===== src/rtl/ad_sample_stream_sched.sv =====
// Round-robin scheduler: NUM_CH FWFT sample FIFOs -> one AXI-Stream master with a 1-deep output register.
// Optional SCHED_PKT_LOCK_EN: hold the grant until the popped word carries EOP (no packet interleaving).
module ad_sample_stream_sched #(
  parameter  int NUM_CH    = 4,
  parameter  int DATA_W    = 8,
  parameter  int BURST_LEN = 16,
  localparam int CH_W      = $clog2(NUM_CH)
) (
  input  logic                         clk,
  input  logic                         rst,
  input  logic                         enable,
  input  logic [NUM_CH-1:0]            ch_en,
  input  logic [NUM_CH*(DATA_W+1)-1:0] fifo_data,
  input  logic [NUM_CH-1:0]            fifo_empty,
  output logic [NUM_CH-1:0]            fifo_rd,
  input  logic                         m_axis_tready,
  output logic                         m_axis_tvalid,
  output logic [DATA_W-1:0]            m_axis_tdata,
  output logic                         m_axis_tlast,
  output logic [CH_W-1:0]              m_axis_tuser,
  output logic                         busy,
  output logic [CH_W-1:0]              grant_ch
);

  localparam int BW = $clog2(BURST_LEN + 1);

  typedef enum logic {IDLE, XFER} state_t;

  state_t            state_q, state_d;
  logic [CH_W-1:0]   grant_q, grant_d;
  logic [CH_W-1:0]   rr_q, rr_d;
  logic [BW-1:0]     beat_q, beat_d, beat_inc;
  logic              tvalid_q, tvalid_d;
  logic              tlast_q, tlast_d;
  logic [DATA_W-1:0] tdata_q, tdata_d;
  logic [CH_W-1:0]   tuser_q, tuser_d;

  logic [DATA_W:0]   words [NUM_CH];
  logic [DATA_W:0]   gword;
  logic [NUM_CH-1:0] elig;
  logic [CH_W-1:0]   pick;
  logic [CH_W:0]     cand;
  logic              found, slot_free, pop, release_g;

  for (genvar g = 0; g < NUM_CH; g++) begin : g_word
    assign words[g] = fifo_data[g*(DATA_W+1) +: DATA_W+1];
  end

  assign elig      = ch_en & ~fifo_empty;
  assign gword     = words[grant_q];
  assign slot_free = !tvalid_q | m_axis_tready;
  assign beat_inc  = beat_q + 1'b1;

  // First eligible channel after the last grant, wrapping modulo NUM_CH.
  always_comb begin
    found = 1'b0;
    pick  = rr_q;
    cand  = '0;
    for (int k = 1; k <= NUM_CH; k++) begin
      cand = {1'b0, rr_q} + (CH_W+1)'(k);
      if (cand >= (CH_W+1)'(NUM_CH)) cand = cand - (CH_W+1)'(NUM_CH);
      if (!found && elig[cand[CH_W-1:0]]) begin
        found = 1'b1;
        pick  = cand[CH_W-1:0];
      end
    end
  end

  always_comb begin
    state_d   = state_q;
    grant_d   = grant_q;
    rr_d      = rr_q;
    beat_d    = beat_q;
    fifo_rd   = '0;
    pop       = 1'b0;
    release_g = 1'b0;
    case (state_q)
      IDLE: begin
        if (enable && found) begin
          state_d = XFER;
          grant_d = pick;
          rr_d    = pick;
          beat_d  = '0;
        end
      end
      XFER: begin
        pop              = slot_free & !fifo_empty[grant_q];
        fifo_rd[grant_q] = pop;
        if (pop && beat_q != BW'(BURST_LEN)) beat_d = beat_inc;
`ifdef SCHED_PKT_LOCK_EN
        release_g = pop & gword[DATA_W];
`else
        release_g = (pop & (gword[DATA_W] | (beat_inc == BW'(BURST_LEN))))
                  | (fifo_empty[grant_q] & slot_free);
`endif
        if (release_g) state_d = IDLE;
      end
      default: state_d = IDLE;
    endcase
  end

  // Output register loads only on a pop; it drains on handshake regardless of FSM state.
  always_comb begin
    tvalid_d = tvalid_q;
    tdata_d  = tdata_q;
    tlast_d  = tlast_q;
    tuser_d  = tuser_q;
    if (pop) begin
      tvalid_d = 1'b1;
      tdata_d  = gword[DATA_W-1:0];
      tlast_d  = gword[DATA_W];
      tuser_d  = grant_q;
    end else if (slot_free) begin
      tvalid_d = 1'b0;
    end
  end

  always_ff @(posedge clk or posedge rst) begin
    if (rst) begin
      state_q  <= IDLE;
      grant_q  <= '0;
      rr_q     <= CH_W'(NUM_CH - 1);
      beat_q   <= '0;
      tvalid_q <= 1'b0;
      tdata_q  <= '0;
      tlast_q  <= 1'b0;
      tuser_q  <= '0;
    end else begin
      state_q  <= state_d;
      grant_q  <= grant_d;
      rr_q     <= rr_d;
      beat_q   <= beat_d;
      tvalid_q <= tvalid_d;
      tdata_q  <= tdata_d;
      tlast_q  <= tlast_d;
      tuser_q  <= tuser_d;
    end
  end

  assign m_axis_tvalid = tvalid_q;
  assign m_axis_tdata  = tdata_q;
  assign m_axis_tlast  = tlast_q;
  assign m_axis_tuser  = tuser_q;
  assign busy          = (state_q == XFER);
  assign grant_ch      = grant_q;

endmodule


===== config.mk =====
export PLATFORM = sky130hd
export DESIGN_NAME = ad_sample_stream_sched
export DESIGN_NICKNAME = d
export VERILOG_FILES = /design/src/rtl/ad_sample_stream_sched.sv
export SDC_FILE = /design/constraint.sdc
export NUM_CORES = 1
export LEC_CHECK = 0
export BUFFER_PORTS_ARGS = -buffer_cell sky130_fd_sc_hd__buf_2
export CORE_ASPECT_RATIO = 1.2
export CORE_MARGIN = 2
export CORE_UTILIZATION = 46
export CTS_CLUSTER_SIZE = 12
export DETAILED_ROUTE_END_ITERATION = 7
export PLACE_DENSITY_LB_ADDON = 0.3
export SYNTH_ARGS = -nofsm -noshare
export SYNTH_HDL_FRONTEND = slang
export SYNTH_SLANG_ARGS = --single-unit

===== constraint.sdc =====
create_clock -name clk -period 1.9 [get_ports clk]
set_input_delay 0 -clock clk [delete_from_list [all_inputs] [get_ports clk]]
set_output_delay 0 -clock clk [all_outputs]
set_load 0.02 [all_outputs]

==> results.cfg, run 1 <==
[critical_path]
cpMaxStageDelayCell = dfrtp_1
worst_setup_path_end_kind = primary output
timing.critical_path.from_type = flip-flop
critical_path.max_stage_delay_ps = 410
type_of_the_setup_path_with_the_least_slack = flip-flop to primary output
arrival_time_reported_for_the_critical_path_endpoint_ps = 1700
critical_path_peak_fanout = 17
critical_path_required_ps = 1900
crit_chain = buf_6 > mux2i_1 > nand2_1 > nor2_1 > and2_1 > buf_2

[routing]
drt_wl_total_um = 3830
dr_total_vias = 1412
met3_length_um = 268
wl_met2_um = 2020
dr.max_layer_used = met4
route.detailed.vias_per_inst = 5.58
route.antenna.remaining_nets = 0
route.layer.met1.wl_um = 1490
final_routed_drc_violation_total = 0
drt_pass1_iterations = 4
drt_first_iter_violations = 50
routedWlPerCell_um = 15.2

[clock_tree]
cts.sinks = 22
root_buffer = clkbuf_4
tritoncts.num_buffers = 3
cts_tree = done
path_clk_slew_ps = 130
clock_tree.htree_level_count = 1
clock_path_buffers = 2
clock_latency_ps = 300

[power]
sw_frac_of_total = 0.436
sequentialPowerShare = 0.333
p_switching_mw = 1.13
total_leakage_power_nw = 0.947
power.share.combinational = 0.566
power_density_nw_per_um2 = 1380
power.share.clock = 0.101
power.internal_mw = 1.46
worst_ir_drop_vdd_uv = 800

[place]
place_inst = 248
gpl.final_weighted_congestion = 0.899
numPortBuffers = 66
dp.final_hpwl_um = 3080

[synth]
synth_fp_nets = 197
postSynth.asyncResetShare = 1.00
synthesis.area_per_instance_um2 = 9.88
synth_top_family_by_area = simple AND/OR/NAND/NOR gates
post-synth-top-count-cell = nand2_1
share_of_synthesized_area_spent_on_multiplexers = 0.177
netlist.area_leader.share = 0.347
synth.ff_latch_count = 22
synth_seq_area_share = 0.383
synth_common_cells = 42 x nand2_1, 20 x dfrtp_1, 10 x mux4_2, 6 x nor2b_1
top_cells_by_area_synth = dfrtp_1 35%, mux4_2 16%, nand2_1 11%, dfstp_2 3.6%, ha_1 2.6%
synth-main-ff-cell = dfrtp_1
synth_xor_area_frac = 0
netlist-cell-type-count = 40
synthesized_area_fraction_occupied_by_adder_cells = 0.0260
synth_area_um2 = 1440
synth_enable_flop_cells = 0
synthDominantAreaCellType = dfrtp_1
post_synth_and_or_nand_nor_area_fraction = 0.253
synth.yosys.warnings = 0
synth_compound_area_frac = 0.124
syn-instance-count = 146

[timing]
fmaxAchievable_ghz = 0.587
final_hold_viol_count = 0
fin_tns_setup_ps = 0
max_slew_margin = 0.427
grt_setup_unrepaired = no
max_slew.worst_pin.slew_ps = 859
clock-skew-final_ps = 3.25
timing.final.crit_period_ps = 1700
final-setup-viol-count = 0
report.final.slew_viol_count = 0
period_share = 0.897

[floorplan]
initial_core_util = 0.476
die-height_um = 65.3
design.die.area_um2 = 3600
placementRows = 22
core_area_um2 = 3030
design.portCount = 67
die_w_um = 55.1

[outcome]
run_status = completed

[global_route]
global_route_wire_length_before_repair_um = 5870
groute.usage.overall = 0.224
first_global_vias = 1338
antenna_violations_before_repair = 0
grt_start_max_net_pins = 23
aggregate_global_routing_overflow = 0

[finish]
final-instance-count-excl-fill = 253
layout-area-overhead-vs-synth_pct = 30.3
diodes = 0
nets = 269
final_layout_size_suffix_gt1_frac = 0.429

[job]
drv.max_cap_violation_count = 0

[hold_path]
min-delay-path-class = input port to flip-flop
logic make-up (layout without fill, tap and decap cells):
family | Yosys count | in the layout
multiplexers | 13 | 13
AND/OR/NAND/NOR | 74 | 74
AO/OA/AOI/OAI | 23 | 23
adder cells (fa/ha/maj) | 3 | 3
flip-flops | 22 | 22
buffers and inverters | 11 | 82
layout make-up:
cell class                 instances  area [um^2]
fill                             275         1150
sequential                        22          553
multi-input combinational        113          837
tap                               36         45.0
inverter                           5         18.8
clock buffer                       4         36.3
timing repair buffer              73          389
stage by stage:
step           setup WS, ps  hold WS (ps)  power (mW)  area [um^2]   util
2_1_floorplan          42.7         -12.3        1.90         1440      -
3_3_place_gp            307           209        2.29         1830  0.604
3_5_place_dp            254           230        2.34         1830  0.604
4_1_cts                 112          67.4        2.61         1880  0.619
5_1_grt                1.33          94.1        2.81         1880  0.621
6_report                196          90.0        2.60         1880  0.621
path summary, 6_finish.rpt:
path	startpoint	endpoint	slack, ps	depth (start not counted)
worst min-delay path	m_axis_tready	m_axis_tvalid	90	3
min in group asynchronous	rst	m_axis_tlast	390	3
worst min register to register	m_axis_tdata[2]	m_axis_tdata[2]	490	2
worst max-delay path	grant_ch[0]	fifo_rd[3]	200	6
worst max register to register	grant_ch[0]	beat_q[3]	230	4
max in group asynchronous	rst	m_axis_tuser[1]	980	3
worst max-delay path: cells and delay by family, from the launching register on:
kind                   cells  cell delay (ps)
and+or+nand+nor            3              400
muxes                      1              210
buffers and inverters      2              380
DFF                        1              410
cell usage in the layout, fill, tap and decap left out, types with 2 or more instances in the layout:
master,count
a21o_1,2
a21oi_1,2
and2_1,2
buf_2,66
buf_4,5
clkbuf_4,3
dfrtp_1,20
dfstp_2,2
ha_1,3
inv_1,5
mux2i_1,3
mux4_2,10
nand2_1,42
nand2b_1,4
nand3_1,5
nand4b_1,2
nor2_1,5
nor2b_1,6
o211ai_1,3
o21ai_0,3
or3_1,2
power groups by stage:
stage / combinational, mW / sequential (mW) / clock [mW]
2_1_floorplan: 0.867 / 1.03 / 0
3_3_place_gp: 1.43 / 0.859 / 0
3_5_place_dp: 1.48 / 0.869 / 0
4_1_cts: 1.48 / 0.860 / 0.273
5_1_grt: 1.62 / 0.894 / 0.301
6_report: 1.47 / 0.865 / 0.262
metal layers:
| layer | track usage | vias to the layer above |
|---|---|---|
| met5 | 0 | - |
| met4 | 0.0671 | 0 |
| met3 | 0.0386 | 8 |
| met2 | 0.390 | 62 |
| met1 | 0.274 | 671 |
| li1 | - | 671 |
registers in the layout, indices dropped and copies added, names as in the netlist:
register	cells
m_axis_tdata	8
beat_q	5
grant_ch	2
m_axis_tuser	2
rr_q	2
busy	1
m_axis_tlast	1
m_axis_tvalid	1
repair_timing:
action / 4_1_cts / 5_1_grt
setup endpoints to repair: 0 / 1
endpoints found under the hold margin: 20 / 0
resized for setup: 0 / 1
hold buffers: 1 / 0
buffers inserted: 0 / 0
No activity file was read; power rests on OpenSTA's default activity.
==> run 2: changes to the inputs <==
--- a/config.mk
+++ b/config.mk
@@ -5,10 +5,11 @@
 export SDC_FILE = /design/constraint.sdc
 export NUM_CORES = 1
 export LEC_CHECK = 0
+export ABC_AREA = 1
 export BUFFER_PORTS_ARGS = -buffer_cell sky130_fd_sc_hd__buf_2
 export CORE_ASPECT_RATIO = 1.2
 export CORE_MARGIN = 2
-export CORE_UTILIZATION = 46
+export CORE_UTILIZATION = 47
 export CTS_CLUSTER_SIZE = 12
 export DETAILED_ROUTE_END_ITERATION = 7
 export PLACE_DENSITY_LB_ADDON = 0.3
==> results.cfg, run 2 <==
[routing]
route.detailed.vias_per_inst = 5.33
drt_pass1_iterations = 4
drt_first_iter_violations = 130
routedWlPerCell_um = 12.7
final_routed_drc_violation_total = 0
dr_total_vias = 1877
route.antenna.remaining_nets = 0
drt_wl_total_um = 4480

[clock_tree]
root_buffer = clkbuf_4
cts_tree = done
clock_latency_ps = 310
tritoncts.num_buffers = 3
cts.sinks = 22
clock_path_buffers = 2
clock_tree.htree_level_count = 1
path_clk_slew_ps = 130

[synth]
post_synth_and_or_nand_nor_area_fraction = 0.479
post-synth-top-count-cell = nand2_1
synth_compound_area_frac = 0.0378
share_of_synthesized_area_spent_on_multiplexers = 0
synth_fp_nets = 284
synth-main-ff-cell = dfrtp_1
netlist-cell-type-count = 26
synth_area_um2 = 1560
synthesized_area_fraction_occupied_by_adder_cells = 0.0241
synth_common_cells = 84 x nand2_1, 53 x nand3_1, 20 x dfrtp_1, 17 x inv_1, 12 x nor2_1
netlist.area_leader.share = 0.322
syn-instance-count = 233
synth_top_family_by_area = simple AND/OR/NAND/NOR gates
postSynth.asyncResetShare = 1.00
synth.yosys.warnings = 0
synthesis.area_per_instance_um2 = 6.68
synth_seq_area_share = 0.355
synth_xor_area_frac = 0.0169
synth_enable_flop_cells = 0
top_cells_by_area_synth = dfrtp_1 32%, nand2_1 20%, nand3_1 17%, inv_1 4.1%, nand4_1 4.0%
synth.ff_latch_count = 22
synthDominantAreaCellType = dfrtp_1

[power]
sequentialPowerShare = 0.246
power.share.clock = 0.076
power_density_nw_per_um2 = 1600
worst_ir_drop_vdd_uv = 1390
total_leakage_power_nw = 1.22
power.internal_mw = 1.70
p_switching_mw = 1.80
sw_frac_of_total = 0.514
power.share.combinational = 0.678

[finish]
filler_cell_count = 292
largest_reg_flops = 8
final_layout_size_suffix_gt1_frac = 0.373
layout_commonest_cell = nand2_1
most-common-layout-cells = 79 x nand2_1, 63 x buf_2, 51 x nand3_1, 19 x buf_4, 18 x dfrtp_1
multi_input_area_um2 = 948
diodes = 0
nets = 368
layout-area-overhead-vs-synth_pct = 40.7
post-route-cell-area_um2 = 2190
ff_latch_area_um2 = 556

[critical_path]
critPathCapture = beat_q[1]
worst-r2r-setup-slack_ps = 90
timing.critical_path.from_type = flip-flop
cp_common_cell = nand2_1
critical_path_peak_fanout = 8
arrival_time_reported_for_the_critical_path_endpoint_ps = 2070
critical_path_required_ps = 2160
critical_path.max_stage_delay_ps = 630
setup.worst_path.start = rr_q[0]
critical_path.reg2reg.startpoint = rr_q[0]
type_of_the_setup_path_with_the_least_slack = flip-flop to flip-flop
cpMaxStageDelayCell = dfstp_2
worst_setup_path_end_kind = flip-flop
rr_worst_depth = 10
crit_chain = buf_4 > nand2_1 > nand2_1 > nand3_1 > nand2_4 > nand3_4 > o21bai_4 > buf_4 > nand3_1 > nand2_1
regToRegEndpoint = beat_q[1]

[global_route]
first_global_vias = 1730
antenna_violations_before_repair = 0
aggregate_global_routing_overflow = 0
grt_start_max_net_pins = 23
groute.usage.overall = 0.255
global_route_wire_length_before_repair_um = 7490

[outcome]
run_status = completed

[timing]
holdWs_ps = 12.3
fmaxAchievable_ghz = 0.552
max_slew_margin = 0.440
max_slew.worst_pin.slew_ps = 839
report.final.slew_viol_count = 0
clock-skew-final_ps = 1.12
period_share = 0.953
fin_tns_setup_ps = 0
final_hold_viol_count = 0
final-setup-viol-count = 0
timing.final.crit_period_ps = 1810

[place]
numPortBuffers = 66
dpl-instance-area_um2 = 1940
dp.final_hpwl_um = 3200
gpl.final_weighted_congestion = 0.865

[floorplan]
die_w_um = 56.5
placementRows = 22
design.portCount = 67
initial_core_util = 0.500
core_area_um2 = 3110
die-height_um = 67.0
design.die.area_um2 = 3790

[hold_path]
min-delay-path-class = input port to flip-flop

[job]
drv.max_cap_violation_count = 0
## run 2: changes by cell type in the layout (fill, tap and decap cells not counted), moves of 5 or more
cell and delta:
inv_1 +9, nor2b_1 -6, nand3_1 +46, nand2_1 +37
nand4_1 +10, mux4_2 -10, buf_4 +14, nand2_2 +5
## run 2: critical path: cells and delay by family (launching register included)
family	cells	cell delay, ps
and+or+nand+nor	7	650
DFF	1	630
buffers and inverters	2	290
AOI/OAI and AO/OA	1	180
## run 2: how the worst min path moves through the flow
stage / slack [ps] / to / depth (start not counted) / start
2_1_floorplan: -10 / beat_q[0] / 1 / rst
3_3_place_gp: 190 / m_axis_tdata[7] / 2 / rst
3_5_place_dp: 220 / m_axis_tdata[3] / 2 / rst
4_1_cts: 5 / m_axis_tdata[0] / 5 / fifo_data[0]
5_1_grt: 40 / m_axis_tdata[0] / 5 / fifo_data[0]
6_report: 10 / m_axis_tdata[0] / 5 / fifo_data[0]
## run 2: layout make-up
class,instances,share of cell area
multi-input cells,182,0.433
repair buffers,89,0.242
inverters,19,0.0337
clock buffers,4,0.0166
well taps,36,0.0206
flip-flops and latches,22,0.254
## run 2: cell families (layout without fill, tap and decap cells)
group	count (synthesis)	after routing
AOI/OAI and AO/OA	9	9
xor gates and xnor gates	3	3
adders and majority gates	3	3
buffers and inverters	29	112
DFF	22	22
and+or+nand+nor	167	167
## run 2: power by group through the flow
stage	Sequential (mW)	Clock [mW]	Combinational, mW
after floorplan	0.975	0	1.32
after global placement	0.855	0	1.95
after detailed placement	0.854	0	1.99
after CTS	0.849	0.272	2.09
after global routing	0.889	0.290	2.65
final	0.860	0.268	2.37
## run 2: metrics by stage
step | total power, mW | setup slack (ps) | util | std cells
after floorplan | 2.29 | 212 | - | 233
after global routing | 3.83 | -26.6 | 0.704 | 352
after detailed placement | 2.84 | 129 | 0.622 | 334
after CTS | 3.21 | 3.42 | 0.662 | 346
after global placement | 2.81 | 161 | 0.622 | 334
final | 3.50 | 89.3 | 0.704 | 352
## run 2: timing repair
item / CTS / global route
resized for setup: 6 / 25
gates cloned: 0 / 0
hold buffers: 5 / 0
buffers inserted: 3 / 6
endpoints found under the hold margin: 24 / 0
pin swaps: 3 / 6
setup endpoints to repair: 3 / 14
## run 2: routing by layer
layer,GRT usage,vias to the layer above,part of all wire
met5,0,-,0
met4,0.128,0,0.024
met3,0.0252,10,0.068
met2,0.451,78,0.51
met1,0.305,852,0.40
li1,-,937,-
